[src/rtl/decode_issue_queue_if.sv]
// Fetch-side and issue-side signal bundle of the decode issue queue.
// The queue itself takes the slave modport; the fetch/execute environment takes master.
interface decode_issue_queue_if #(
  parameter int DEPTH = 8
);
  localparam int CW = $clog2(DEPTH) + 1;

  logic [15:0]   instr1;
  logic [15:0]   instr2;
  logic          is_branch_taken;
  logic          issue_stall;
  logic          fetch_stall;
  logic [15:0]   issue0_instr;
  logic          issue0_valid;
  logic [15:0]   issue1_instr;
  logic          issue1_valid;
  logic [CW-1:0] count;
  logic          overflow_err;

  modport master (
    output instr1, instr2, is_branch_taken, issue_stall,
    input  fetch_stall, issue0_instr, issue0_valid, issue1_instr, issue1_valid,
           count, overflow_err
  );

  modport slave (
    input  instr1, instr2, is_branch_taken, issue_stall,
    output fetch_stall, issue0_instr, issue0_valid, issue1_instr, issue1_valid,
           count, overflow_err
  );
endinterface

[src/rtl/decode_issue_queue.sv]
// Circular instruction queue between dual fetch and decode: drops NOPs,
// issues one or two instructions per cycle from registered slots, flushes on taken branch.
module decode_issue_queue #(
  parameter int         DEPTH     = 8,
  parameter int         SKID      = 4,
  parameter logic [3:0] BR_OPCODE = 4'hC
) (
  input logic                 clk,
  input logic                 reset_n,
  decode_issue_queue_if.slave dq
);
  localparam int PW = $clog2(DEPTH);
  localparam int CW = PW + 1;

  logic [15:0]   mem_q [DEPTH];
  logic [PW-1:0] head_q, head_d, tail_q, tail_d;
  logic [CW-1:0] count_q, count_d;
  logic          ovf_q, ovf_d;
  logic [15:0]   i0_q, i0_d, i1_q, i1_d;
  logic          v0_q, v0_d, v1_q, v1_d;

  logic          n1, n2, accept, pair_ok;
  logic [1:0]    k, n_iss;
  logic [CW-1:0] free;
  logic [PW-1:0] nxt_ptr;
  logic [15:0]   hd_instr, nx_instr;

  assign n1       = (dq.instr1 != 16'h0);
  assign n2       = (dq.instr2 != 16'h0);
  assign k        = {1'b0, n1} + {1'b0, n2};
  assign free     = CW'(DEPTH) - count_q;
  assign accept   = (free >= CW'(k));
  assign nxt_ptr  = head_q + PW'(1);
  assign hd_instr = mem_q[head_q];
  assign nx_instr = mem_q[nxt_ptr];

  // Dual issue only when neither is a branch and the second does not touch the first's rd.
  assign pair_ok = (count_q >= CW'(2))
                && (hd_instr[15:12] != BR_OPCODE)
                && (nx_instr[15:12] != BR_OPCODE)
                && (nx_instr[8:6]   != hd_instr[11:9])
                && (nx_instr[5:3]   != hd_instr[11:9])
                && (nx_instr[11:9]  != hd_instr[11:9]);

  always_comb begin
    n_iss = 2'd0;
    if (!dq.issue_stall && count_q != '0)
      n_iss = pair_ok ? 2'd2 : 2'd1;
  end

  always_comb begin
    head_d  = head_q;
    tail_d  = tail_q;
    count_d = count_q;
    ovf_d   = ovf_q;
    i0_d    = i0_q;
    i1_d    = i1_q;
    v0_d    = v0_q;
    v1_d    = v1_q;
    if (dq.is_branch_taken) begin
      head_d  = '0;
      tail_d  = '0;
      count_d = '0;
      i0_d    = 16'h0;
      i1_d    = 16'h0;
      v0_d    = 1'b0;
      v1_d    = 1'b0;
    end else begin
      if (accept)
        tail_d = tail_q + PW'(k);
      else
        ovf_d = 1'b1;
      if (!dq.issue_stall) begin
        v0_d = (count_q != '0);
        i0_d = (count_q != '0) ? hd_instr : 16'h0;
        v1_d = pair_ok;
        i1_d = pair_ok ? nx_instr : 16'h0;
      end
      head_d  = head_q + PW'(n_iss);
      count_d = count_q + (accept ? CW'(k) : CW'(0)) - CW'(n_iss);
    end
  end

  // Storage has no reset: entries are only read while count says they are live.
  always_ff @(posedge clk) begin
    if (reset_n && !dq.is_branch_taken && accept) begin
      if (n1) mem_q[tail_q] <= dq.instr1;
      if (n2) mem_q[tail_q + PW'(n1)] <= dq.instr2;
    end
  end

  always_ff @(posedge clk) begin
    if (!reset_n) begin
      head_q  <= '0;
      tail_q  <= '0;
      count_q <= '0;
      ovf_q   <= 1'b0;
      i0_q    <= 16'h0;
      i1_q    <= 16'h0;
      v0_q    <= 1'b0;
      v1_q    <= 1'b0;
    end else begin
      head_q  <= head_d;
      tail_q  <= tail_d;
      count_q <= count_d;
      ovf_q   <= ovf_d;
      i0_q    <= i0_d;
      i1_q    <= i1_d;
      v0_q    <= v0_d;
      v1_q    <= v1_d;
    end
  end

  assign dq.fetch_stall  = (free < CW'(SKID));
  assign dq.issue0_instr = i0_q;
  assign dq.issue0_valid = v0_q;
  assign dq.issue1_instr = i1_q;
  assign dq.issue1_valid = v1_q;
  assign dq.count        = count_q;
  assign dq.overflow_err = ovf_q;
endmodule
[src/flat_wrapper.sv]
// flat-port wrapper written by rule: the top's interface ports become plain ports
module decode_issue_queue_flat 
#(
  parameter int         DEPTH     = 8,
  parameter int         SKID      = 4,
  parameter logic [3:0] BR_OPCODE = 4'hC
)
  (clk, reset_n, dq_instr1, dq_instr2, dq_is_branch_taken, dq_issue_stall, dq_fetch_stall, dq_issue0_instr, dq_issue0_valid, dq_issue1_instr, dq_issue1_valid, dq_count, dq_overflow_err);
  decode_issue_queue_if #(.DEPTH(DEPTH)) dq_i ();
  input logic clk;
  input logic reset_n;
  input wire logic [$bits(dq_i.instr1)-1:0] dq_instr1;
  input wire logic [$bits(dq_i.instr2)-1:0] dq_instr2;
  input wire logic [$bits(dq_i.is_branch_taken)-1:0] dq_is_branch_taken;
  input wire logic [$bits(dq_i.issue_stall)-1:0] dq_issue_stall;
  output wire logic [$bits(dq_i.fetch_stall)-1:0] dq_fetch_stall;
  output wire logic [$bits(dq_i.issue0_instr)-1:0] dq_issue0_instr;
  output wire logic [$bits(dq_i.issue0_valid)-1:0] dq_issue0_valid;
  output wire logic [$bits(dq_i.issue1_instr)-1:0] dq_issue1_instr;
  output wire logic [$bits(dq_i.issue1_valid)-1:0] dq_issue1_valid;
  output wire logic [$bits(dq_i.count)-1:0] dq_count;
  output wire logic [$bits(dq_i.overflow_err)-1:0] dq_overflow_err;
  assign dq_i.instr1 = dq_instr1;
  assign dq_i.instr2 = dq_instr2;
  assign dq_i.is_branch_taken = dq_is_branch_taken;
  assign dq_i.issue_stall = dq_issue_stall;
  assign dq_fetch_stall = dq_i.fetch_stall;
  assign dq_issue0_instr = dq_i.issue0_instr;
  assign dq_issue0_valid = dq_i.issue0_valid;
  assign dq_issue1_instr = dq_i.issue1_instr;
  assign dq_issue1_valid = dq_i.issue1_valid;
  assign dq_count = dq_i.count;
  assign dq_overflow_err = dq_i.overflow_err;
  decode_issue_queue #(.DEPTH(DEPTH), .SKID(SKID), .BR_OPCODE(BR_OPCODE)) u_core (.clk(clk), .reset_n(reset_n), .dq(dq_i));
endmodule
[config.mk]
export PLATFORM = sky130hd
export DESIGN_NAME = decode_issue_queue_flat
export DESIGN_NICKNAME = d
export VERILOG_FILES = /design/src/rtl/decode_issue_queue_if.sv /design/src/rtl/decode_issue_queue.sv /design/src/flat_wrapper.sv
export SDC_FILE = /design/constraint.sdc
export NUM_CORES = 1
export LEC_CHECK = 0
export ABC_AREA = 0
export BUFFER_PORTS_ARGS = -buffer_cell sky130_fd_sc_hd__buf_2
export CAP_MARGIN = 20
export CELL_PAD_IN_SITES_DETAIL_PLACEMENT = 1
export CELL_PAD_IN_SITES_GLOBAL_PLACEMENT = 1
export CORE_MARGIN = 5
export CORE_UTILIZATION = 51
export DETAILED_ROUTE_END_ITERATION = 8
export GPL_ROUTABILITY_DRIVEN = 0
export HOLD_SLACK_MARGIN = 0.15
export PLACE_DENSITY_LB_ADDON = 0.1
export SLEW_MARGIN = 10
export SYNTH_ARGS = -nofsm -noshare
export SYNTH_HDL_FRONTEND = slang
export SYNTH_SLANG_ARGS = --single-unit
[constraint.sdc]
create_clock -name clk -period 5.4 [get_ports clk]
set_input_delay 0.27 -clock clk [delete_from_list [all_inputs] [get_ports clk]]
set_output_delay 0.27 -clock clk [all_outputs]
set_load 0.02 [all_outputs]
# Word-level counts from Yosys, hierarchy flattened
# Memories as Yosys holds them, arrays and structs flattened. A register that Yosys moved wholly into a read port is not among the register bits.
# Cells that the tools add are included.
# classes
addsub	8
n_lt_le_gt_ge	3
eq_ne	5
mux	12
bitwise	3
n_reduce_logical	15
# op_table
op	count
2-to-1 mux 16 bit	2
nonzero test 16 bit	2
inequality test 3 bit	3
logical AND 1 bit	8
inequality test 4 bit (second input constant)	2
adder 3 x 2 -> 3 bit	2
2-to-1 mux 1 bit	6
2-to-1 mux 2 bit	3
adder 4 bit	1
>= comparator 4 x 2 -> 1 bit	1
>= comparator 4 x 2 -> 1 bit (second input constant)	1
less-than comparator 4 x 3 -> 1 bit (second input constant)	1
nonzero test 4 bit	1
subtractor 4 x 2 -> 4 bit	1
subtractor 4 bit (first input constant)	1
adder 3 x 1 -> 3 bit	1
adder 3 x 1 -> 3 bit (second input constant)	1
2-to-1 mux 3 bit	1
inverter 1 bit	3
adder 1 x 1 -> 2 bit	1
zero test 1 bit	2
AND reduction 2 bit	1
OR reduction 2 bit	1
# word_totals
regBits	45
ramBits	128
out_inout_bits	40
wordCells	55
n_memories	1
# memory_table
name	depth	word_bits	read_ports	rd_ports_with_merged_regs	write_ports	line	rtl
u_core.mem_q	8	16	2	1	2	decode_issue_queue.sv:15	logic [15:0] mem_q [DEPTH];

# Longest topological paths before layout
# Gate-level depths: netlist (run 1).
# An unclocked memory read counts as a cell.
# depth
depth_word	11
depth_mapped	18
depth_no_buf	14

# Least setup slack after synthesis (run 1)
# No wires, ideal clock.
# synth_path
path_kind	register to register
startpoint	register u_core.head_q[0]
endpoint	register u_core.count_q[3] (netlist: u_core.dq.count[3])
setup_ps	128
t_arrival_ps	3803
required_time_ps	5272
setup_slack_ps	1469
stages_incl_launch_ff	18
n_path_buf	3
synth_period_minus_slack_ps	3931
path_cell_list	dfxtp_1 ha_1 buf_4 buf_6 mux4_2 xor2_1 o22ai_1 o22ai_1 a211o_1 buf_2 and3_1 fa_1 inv_1 ha_1 a21o_1 a21oi_1 xnor2_1 nor2_1
# synth_via
elab_chain_cells	10
elab_cells_between_ends	13
classes_between	2 x add/sub; 4 x eq/ne; 2 x mux; 4 x reduce/logical; 1 x memory
# synth_lines
item	line	rtl
start: declaration	decode_issue_queue.sv:16	logic [PW-1:0] head_q, head_d, tail_q, tail_d;
start signal: assignment	decode_issue_queue.sv:94	head_q <= '0;
start signal: assignment	decode_issue_queue.sv:103	head_q <= head_d;
adder 3 x 1 -> 3 bit *	decode_issue_queue.sv:33	assign nxt_ptr = head_q + PW'(1);
memory read (8 x 16 bit) *	--	
inequality test 4 bit	decode_issue_queue.sv:40	&& (nx_instr[15:12] != BR_OPCODE)
logical AND 1 bit	decode_issue_queue.sv:40	
logical AND 1 bit	decode_issue_queue.sv:41	&& (nx_instr[8:6] != hd_instr[11:9])
logical AND 1 bit	decode_issue_queue.sv:42	&& (nx_instr[5:3] != hd_instr[11:9])
logical AND 1 bit *	decode_issue_queue.sv:43	&& (nx_instr[11:9] != hd_instr[11:9]);
2-to-1 mux 2 bit *	decode_issue_queue.sv:48	n_iss = pair_ok ? 2'd2 : 2'd1;
2-to-1 mux 2 bit *	decode_issue_queue.sv:47	if (!dq.issue_stall && count_q != '0)
subtractor 4 x 2 -> 4 bit *	decode_issue_queue.sv:80	count_d = count_q + (accept ? CW'(k) : CW'(0)) - CW'(n_iss);
end signal: assignment	decode_issue_queue.sv:105	count_q <= count_d;
end: declaration	decode_issue_queue.sv:17	logic [CW-1:0] count_q, count_d;
# Mark *: on every way between the ends. The rest lies on a longest branch, timed or not.
# A chain may end at the register's enable or synchronous reset.

# Worst setup path in the final report (run 1)
# Same ends and word-level chain as after synthesis.

==> metrics.txt, run 1 <==
status finished clean; sum of buffers and inverters on the critical path 2; sequential fraction of the synthesis area 0.469; worst reg-to-reg path cell count 14; Nets 827; CTS resizes 0; min Tclk post-route 4600 ps; P_int 2.83 mW; worst r2r src u_core.head_q[0]$_SDFF_PP0_; CP Class flop to flop; layout cells sized above 1 0.410; Worst Hold End u_core.dq.overflow_err$_SDFFE_PN0P_; Avg Synthesized Cell Area 14.5 sq um; fmax 217 MHz; Hold Crit Class primary input to flop; placement row count 51; Final Util 0.580; Total Neg Setup Slack 0 ps; final worst path period share 0.852; register bit total from synthesis 173; Hold Violations, Final 0; Die X 151 um; Area growth syn-to-layout 11.9%; met3 routed WL 1670 um; WHS Path Cells 3; post-route ant nets 0; final slew viol count 0; critical path fanouts, max 28; Peak VDD IR 0.244 mV; DR WL/cell 27.7 um; Async S/R FF share, synth 0; Top cell by count, worst path a21oi_1; P_sw 1.45 mW; Post-DP HPWL 19700 um; Flop pwr share 0.383; slew margin rel. 0.522; crit path capture type flop; Worst Clk Skew 9.40 ps; DRC 0; reg-to-reg endpoint u_core.dq.count[3]$_SDFF_PP0_; Yosys cell types 51; worst path cell trace buf_4 > mux4_1 > mux2_2 > a211oi_1 > a21oi_1 > and4_4 > and3_1 > fa_1 > inv_1 > ha_1 > a21o_1 > a21oi_1 > xnor2_1 > nor2_1; post-synth top area share 0.380; Vias 6764; M1 wire length 12000 um; Post-synth EDFFs 128; GRT Resource Usage Total 0.265; sw frac 0.338; Arr. time, crit path 4900 ps; post-synthesis cell area 0.0101 sq mm; Synth top cells by count mux2_2, edfxtp_1, mux4_2, dfxtp_1, nor2_1; clock buffer depth 2; Hold Path Origin dq_is_branch_taken; Non-Filler Cell Area, Final 0.0113 sq mm; DIE AREA 0.0228 sq mm; metal2 WL 14900 um; WL final 29100 um; multi-input logic area 0.00505 sq mm; Logic pwr share 0.344; Die Y 151 um; P_leak 3.97 nW; Placement Cell Area 0.0108 sq mm; Crit path max-delay family multiplexers; clock root buffer master clkbuf_16; worst skew pair latency 430 ps; RSZ-0062 raised after global routing no; uppermost layer routed met4; synthesized instance count 698; # diodes 0; Ports 76; r2r setup slk 800 ps; global route overflow 0; drt initial violations 573; P per Cell Area 378 mW/mm^2; core area 0.0195 sq mm; top cells by area, synth edfxtp_1, mux2_2, mux4_2, dfxtp_1, mux4_1; Yosys top cell by area edfxtp_1; Syn Nets 753; register area 0.00475 sq mm; yosys warns 0; IO Port Bufs 75; largest net degree at the start of global routing 41; first-pass GRT wire length 44600 um; clock sinks 173; Slew @ Worst Pin 710 ps; H-tree lvl count 4; Starting Density 0.519; CTS tree yes; CP required 5700 ps; CTS Buf Count 17; CP peak stage delay 620 ps; clock power share 0.274; maxcap violations 0; drt via density 6.44; clk slew on worst S/H paths 60 ps; final setup fails 0; most frequent cell after synthesis mux2_2; Crit-path slowest cell dfxtp_4; CP startpoint kind flop; first drt pass iteration count 5; # fillers 1909; Post-synth top flop edfxtp_1; vias in the first global route 7241; initial antenna violation count 0
-- cell families (layout without fill, tap and decap cells) --
logic type | Yosys count | count (layout) | synth area share
DFF | 173 | 173 | 0.469
AOI/OAI and AO/OA | 61 | 61 | 0.0433
xor gates and xnor gates | 32 | 32 | 0.0284
and+or+nand+nor | 112 | 112 | 0.0565
muxes | 238 | 238 | 0.342
adders and majority gates | 19 | 19 | 0.0264
buffers and inverters | 63 | 150 | 0.0344
-- power groups by stage --
stage	combinational [mW]	sequential [mW]	clock, mW
final	1.47	1.64	1.17
after global routing	1.59	1.65	1.24
after CTS	1.48	1.64	1.19
after detailed placement	1.47	1.67	0
after global placement	1.42	1.66	0
after floorplan	1.06	1.67	0
-- tightest hold or removal path: cells and delay by family --
family / cells / cell delay (ps)
AOI/OAI and AO/OA: 1 / 150
and+or+nand+nor: 1 / 50
buffers and inverters: 1 / 110
-- state kept, by name, summed over array words and instances, names as in the netlist --
name,count
u_core.mem_q,128
u_core.dq.issue0_instr,16
u_core.dq.overflow_err,1
u_core.dq.issue0_valid,1
u_core.dq.count,4
u_core.dq.issue1_instr,16
u_core.head_q,3
u_core.dq.issue1_valid,1
u_core.tail_q,3
-- stage by stage --
stage	cells	hold WS, ps	worst slack (ps)	total power, mW
final	1050	206	801	4.28
after global routing	1050	203	664	4.48
after floorplan	698	387	1470	2.74
after CTS	1050	182	813	4.31
after detailed placement	1017	452	849	3.14
after global placement	1017	449	978	3.07
-- final cells by class --
cell class | instances | area share
sequential | 173 | 0.419
timing repair buffer | 103 | 0.0530
tap | 265 | 0.0293
multi-input combinational | 462 | 0.445
inverter | 15 | 0.00497
clock inverter | 14 | 0.0105
clock buffer | 18 | 0.0379
-- how the worst max path moves through the flow --
stage	start	to	slack, ps	cells after the start
after floorplan	u_core.head_q[0]$_SDFF_PP0_	u_core.dq.count[3]$_SDFF_PP0_	1470	17
after global placement	u_core.head_q[0]$_SDFF_PP0_	u_core.dq.count[3]$_SDFF_PP0_	980	14
after detailed placement	u_core.head_q[0]$_SDFF_PP0_	u_core.dq.count[3]$_SDFF_PP0_	850	14
after CTS	u_core.head_q[0]$_SDFF_PP0_	u_core.dq.count[3]$_SDFF_PP0_	810	14
after global routing	u_core.head_q[0]$_SDFF_PP0_	u_core.dq.count[3]$_SDFF_PP0_	660	14
final	u_core.head_q[0]$_SDFF_PP0_	u_core.dq.count[3]$_SDFF_PP0_	800	14
-- routing by layer --
metal  vias up  global-route usage
li1       2925                   -
met5         -                   0
met4         0              0.0675
met2       246               0.462
met1      3561               0.346
met3        32              0.0437
-- cell usage in the layout (no fill, tap or decap), types with 3 or more instances in the layout --
| cell | n |
|---|---|
| mux4_2 | 53 |
| buf_2 | 75 |
| xor2_1 | 12 |
| mux2i_1 | 40 |
| nor4_1 | 8 |
| fa_1 | 4 |
| buf_4 | 26 |
| and2_1 | 6 |
| nor3_1 | 16 |
| mux4_1 | 16 |
| o21bai_1 | 3 |
| and3_1 | 5 |
| a21oi_1 | 19 |
| a32o_1 | 17 |
| dfxtp_1 | 43 |
| nand2b_1 | 5 |
| ha_1 | 14 |
| o21ai_0 | 3 |
| o22ai_1 | 5 |
| clkbuf_16 | 17 |
| inv_6 | 3 |
| nand3_1 | 3 |
| xnor2_1 | 19 |
| inv_1 | 15 |
| nor2_1 | 42 |
| edfxtp_1 | 128 |
| nand4_1 | 3 |
| clkinvlp_4 | 3 |
| nand2_1 | 11 |
| mux2_2 | 129 |
-- timing repair --
item | CTS | global route
hold buffers | 1 | 0
setup endpoints to repair | 0 | 0
buffers inserted | 0 | 0
hold endpoints to repair | 1 | 0
Note: power is estimated with default switching activity, not from simulation.
==> inputs of run 2 (changes only) <==
Settings changed: PLACE_DENSITY from default to 0.9, PLACE_DENSITY_LB_ADDON 0.1 to default.
==> run 2 against run 1 <==
Effect of this change: via count grew 5.2%; fmax grew 0.70%; clock power is essentially flat; sequential share of layout area is essentially flat; register-to-register slack gained 30 ps; final area is essentially flat.
==> metrics.txt, run 2 (synthesis gave the netlist of run 1 again) <==
status finished clean; # fillers 1910 (+0.052%); H-tree lvl count 4 (unchanged); most frequent cells in the layout mux2_2, edfxtp_1, buf_2; max reg flops 128 (unchanged); GRT Resource Usage Total 0.285 (+0.0199); critical path fanouts, max 22 (-21%); Arr. time, crit path 4890 ps (about the same); RSZ-0062 raised after global routing no; Total Neg Setup Slack 0 ps (unchanged); largest net degree at the start of global routing 66 (+61%); first-pass GRT wire length 47400 um (+6.4%); first drt pass iteration count 5 (unchanged); WL final 31400 um (+8.1%); Final Util 0.580 (about the same); DR WL/cell 29.9 um (+8.1%); P per Cell Area 382 mW/mm^2 (+1.1%); Placement Cell Area 0.0108 sq mm (-0.20%); CTS tree yes; P_leak 3.97 nW (about the same); Starting Density 0.519 (unchanged); DIE AREA 0.0228 sq mm (unchanged); initial antenna violation count 0 (unchanged); slew margin rel. 0.269 (-0.254); Post-CTS Setup Bufs 0 (unchanged); CP startpoint kind flop; clock buffer depth 2 (unchanged); # diodes 0 (unchanged); Post-DP HPWL 21100 um (+7.4%); clk slew on worst S/H paths 70 ps (about the same); drt initial violations 788 (+38%); Hold Crit Class primary input to flop; Largest Register u_core.mem_q; worst skew pair latency 450 ps (+20 ps); Slew @ Worst Pin 1090 ps (+385 ps); clock root buffer master clkbuf_16; Area growth syn-to-layout 11.9% (about the same); CP required 5720 ps (+20 ps); Non-Filler Cell Area, Final 0.0113 sq mm (about the same); final worst path period share 0.846 (-0.00596); Crit-path slowest cell ha_2; Worst Clk Skew 16.4 ps (+6.97 ps); placement row count 51 (unchanged); global route overflow 0 (unchanged); worst path cell trace ha_2 > buf_4 > mux4_2 > nand4bb_1 > nor2_1 > a21oi_1 > and4_4 > and3_1 > fa_1 > inv_1 > ha_1 > a21o_1 > a21oi_1 > xnor2_1 > nor2_1; Ports 76 (unchanged); Vias 7116 (+5.2%); final slew viol count 0 (unchanged); DRC 0 (unchanged); layout cells sized above 1 0.406 (-0.00382); Die X 151 um (unchanged); CP Class flop to flop; Die Y 151 um (unchanged); commonest non-fill, non-tap cell in the layout mux2_2; Setup WS post-layout 833 ps (+32.2 ps); IO Port Bufs 75 (unchanged); CP peak stage delay 790 ps (+170 ps); vias in the first global route 7547 (+4.2%); final setup fails 0 (unchanged); crit path capture type flop; drt via density 6.78 (+5.2%); min Tclk post-route 4570 ps (-32.2 ps); post-route ant nets 0 (unchanged); pre-CTS setup slack 842 ps (-6.64 ps); CTS Buf Count 17 (unchanged); Hold Violations, Final 0 (unchanged); Nets 827 (unchanged); fmax 219 MHz (+0.70%); Peak VDD IR 0.191 mV (-21%); core area 0.0195 sq mm (unchanged); maxcap violations 0 (unchanged); clock sinks 173 (unchanged)
-- run 2: timing repair --
action                                 CTS  global route
resized for setup                        0             0
hold buffers                             2             0
endpoints found under the hold margin    1             0
-- run 2: area by class of cell --
type	count	area, sq um	share of cell area
multi-input cells	462	5040	0.445
clock inverters	13	118	0.0104
inverters	15	56.3	0.00497
well taps	265	332	0.0293
clock buffers	19	433	0.0382
flip-flops and latches	173	4750	0.419
repair buffers	103	603	0.0532
-- run 2: worst paths after layout --
kind | startpoint | endpoint | slack, ps | depth (start not counted)
max | u_core.head_q[0]$_SDFF_PP0_ | u_core.dq.count[3]$_SDFF_PP0_ | 830 | 15
max reg2reg | u_core.head_q[0]$_SDFF_PP0_ | u_core.dq.count[3]$_SDFF_PP0_ | 830 | 15
min reg2reg | u_core.dq.issue0_valid$_SDFFE_PP0N_ | u_core.dq.issue0_valid$_SDFFE_PP0N_ | 460 | 2
min | dq_instr1[1] | u_core.mem_q[5][1]$_DFFE_PP_ | 250 | 2
-- run 2: metrics by stage --
step / instances / hold WS (ps) / total power, mW
global placement: 1015 / 452 / 3.02
floorplan: 698 / 387 / 2.74
detailed placement: 1015 / 454 / 3.13
global route: 1050 / 248 / 4.51
finish: 1050 / 247 / 4.33
CTS: 1049 / 229 / 4.32
-- run 2: metal layers --
layer | share of wire | GRT usage | vias up
met3 | 0.078 | 0.0646 | 110
met1 | 0.37 | 0.346 | 3644
met5 | 0 | 0 | -
met4 | 0.042 | 0.132 | 0
met2 | 0.51 | 0.483 | 434
li1 | - | - | 2928
-- run 2: power breakdown --
group	switching [mW]	total, mW	internal (mW)
clock network	0.552	1.19	0.636
registers	0.0774	1.64	1.56
logic	0.861	1.51	0.644
total	1.49	4.33	2.84
-- run 2: worst max-delay path: cells and delay by family, from the launching register on --
kind | cells | cell delay, ps
AOI/OAI and AO/OA | 3 | 530
xor gates and xnor gates | 1 | 140
adders and majority gates | 3 | 1490
buffers and inverters | 2 | 430
DFF | 1 | 340
muxes | 1 | 580
and+or+nand+nor | 5 | 890
==> inputs of run 3 (changes only) <==
Settings changed: CORE_UTILIZATION 51 to 46, PLACE_DENSITY 0.9 to 0.87.
Clock period 5.4 ns to 3.9 ns, I/O delays scaled along.
==> run 3 against run 2 <==
Effect of this change: worst setup slack worse by 1100 ps; highest routed layer unchanged; combinational power is 73% higher; largest cell class unchanged; hold slack got worse by 78 ps; the run now ends with negative setup slack left; via count is 8.9% higher.
==> metrics.txt, run 3 (synthesis gave the netlist of run 1 again) <==
GRT Resource Usage Total 0.288 (+0.00315); maxcap violations 0 (unchanged); final setup fails 4 (+4); Vias 7747 (+8.9%); max reg flops 128 (unchanged); Design Power 6.68 mW (+54%); Setup WS post-layout -278 ps (-1110 ps); fmax 239 MHz (+9.3%); WL final 36900 um (+17%); CTS tree yes; slew margin rel. 0.501 (+0.232); first-pass GRT wire length 52700 um (+11%); clock power share 0.267 (-0.007); P_sw 2.38 mW (+60%); # fillers 2091 (+9.5%); critical path fanouts, max 6 (-73%); Final Util 0.561 (-0.0196); RSZ-0062 raised after global routing yes; Starting Density 0.465 (-0.0531); sw frac 0.357 (+0.0125); Total Neg Setup Slack -718 ps (-718 ps); clock buffer depth 2 (unchanged); # diodes 0 (unchanged); pre-CTS setup slack -215 ps (-1060 ps); IO Port Bufs 75 (unchanged); Die Y 158 um (+4.9%); clk slew on worst S/H paths 80 ps (about the same); vias in the first global route 8173 (+8.3%); DRC 0 (unchanged); CP startpoint kind flop; Flop pwr share 0.342 (-0.036); drt via density 6.92 (+2.1%); initial antenna violation count 0 (unchanged); failing checks negative setup slack; P_int 4.29 mW (+51%); clock root buffer master clkbuf_16; largest net degree at the start of global routing 41 (-38%); Arr. time, crit path 4490 ps (-400 ps); DIE AREA 0.0251 sq mm (+10%); core area 0.0218 sq mm (+11%); crit path capture type flop; drt initial violations 1012 (+28%); first drt pass iteration count 7 (+2); CTS Buf Count 17 (unchanged); worst skew pair latency 450 ps (about the same); final worst path period share 1.07 (+0.225); Die X 158 um (+4.9%); Area growth syn-to-layout 20.5%; Ports 76 (unchanged); Hold Crit Class primary input to flop; P per Cell Area 547 mW/mm^2 (+43%); Cells after DPL 1074 (+5.8%); final cell count without fillers 1120 (+6.7%); clock sinks 173 (unchanged); Slew @ Worst Pin 749 ps (-346 ps); Worst Clk Skew 16.4 ps (+0.0705 ps); r2r setup slk -280 ps (-1110 ps); Nets 882 (+6.7%); CP required 4210 ps (-1510 ps); commonest non-fill, non-tap cell in the layout mux2_2; P_leak 4.36 nW (+9.9%); global route overflow 0 (unchanged); Peak VDD IR 0.315 mV (+65%); Largest Register u_core.mem_q; Hold Violations, Final 0 (unchanged); layout cells sized above 1 0.482 (+0.0758); placement row count 54 (+5.9%); CP Class flop to flop; final slew viol count 0 (unchanged); H-tree lvl count 4 (unchanged); most frequent cells in the layout mux2_2, edfxtp_1, buf_2; post-route ant nets 0 (unchanged); Logic pwr share 0.391 (+0.043); DR WL/cell 33.0 um (+10%); Post-DP HPWL 22500 um (+6.3%); min Tclk post-route 4180 ps (-390 ps); status finished, violations left
[run 3: cell types whose count changed in the layout (fill, tap and decap cells not counted), moves of 3 or more]
| cell | before | now |
|---|---|---|
| o21bai_1 | 4 | 0 |
| buf_4 | 25 | 55 |
| o22ai_2 | 0 | 4 |
| mux4_1 | 16 | 5 |
| mux4_2 | 53 | 64 |
| a21oi_1 | 19 | 16 |
| o21bai_2 | 0 | 4 |
| buf_12 | 1 | 19 |
| o22ai_1 | 5 | 1 |
[run 3: worst paths after layout]
| kind | to | cells after the start | from |
|---|---|---|---|
| worst max register to register | u_core.dq.count[3]$_SDFF_PP0_ | 14 | u_core.head_q[0]$_SDFF_PP0_ |
| worst min-delay path | u_core.mem_q[6][0]$_DFFE_PP_ | 2 | dq_instr1[0] |
| worst min register to register | u_core.dq.issue1_instr[7]$_SDFFE_PP0N_ | 1 | u_core.dq.issue1_instr[7]$_SDFFE_PP0N_ |
| worst max-delay path | u_core.dq.count[3]$_SDFF_PP0_ | 14 | u_core.head_q[0]$_SDFF_PP0_ |
[run 3: final cells by class]
| type | instances | area (sq um) | share of cell area |
|---|---|---|---|
| Multi-Input combinational cell | 462 | 5130 | 0.420 |
| Sequential cell | 173 | 4750 | 0.389 |
| Timing Repair Buffer | 158 | 1330 | 0.109 |
| Clock buffer | 18 | 429 | 0.0352 |
| Tap cell | 280 | 350 | 0.0287 |
| Clock inverter | 14 | 159 | 0.0130 |
| Inverter | 15 | 56.3 | 0.00461 |
[run 3: layer usage]
metal / GRT usage / up-vias / wire (um)
li1: - / 3045 / -
met4: 0.163 / 0 / 2220
met2: 0.476 / 617 / 17900
met5: 0 / - / 0
met1: 0.339 / 3903 / 13100
met3: 0.0788 / 182 / 3670
[run 3: power by group through the flow]
stage | clock network [mW] | registers [mW] | logic (mW)
2_1_floorplan | 0 | 2.32 | 1.48
3_3_place_gp | 0 | 2.28 | 2.12
3_5_place_dp | 0 | 2.30 | 2.24
4_1_cts | 1.75 | 2.27 | 2.45
5_1_grt | 1.86 | 2.29 | 2.73
6_report | 1.78 | 2.28 | 2.61
[run 3: timing repair]
item,in CTS,in global routing
setup endpoints to repair,5,4
hold endpoints to repair,1,0
gates cloned,2,0
resized for setup,18,11
hold buffers,2,0
pin swaps,9,4
setup buffers,8,1
[run 3: critical path, stage by stage (launching register included)]
cell	delay [ps]
dfxtp_4	370
ha_4	330
buf_12	150
mux4_2	580
mux2i_1	380
xnor2_1	230
a211o_1	410
and3_4	210
fa_1	510
inv_1	50
ha_1	290
a21o_1	170
a21oi_2	150
xnor2_1	150
nor2_1	50
[run 3: stage by stage]
stage | hold WS (ps) | instance area (sq um)
finish | 169 | 12200
global route | 176 | 12200
CTS | 171 | 12100
detailed placement | 435 | 11400
global placement | 422 | 11300
floorplan | 312 | 10100
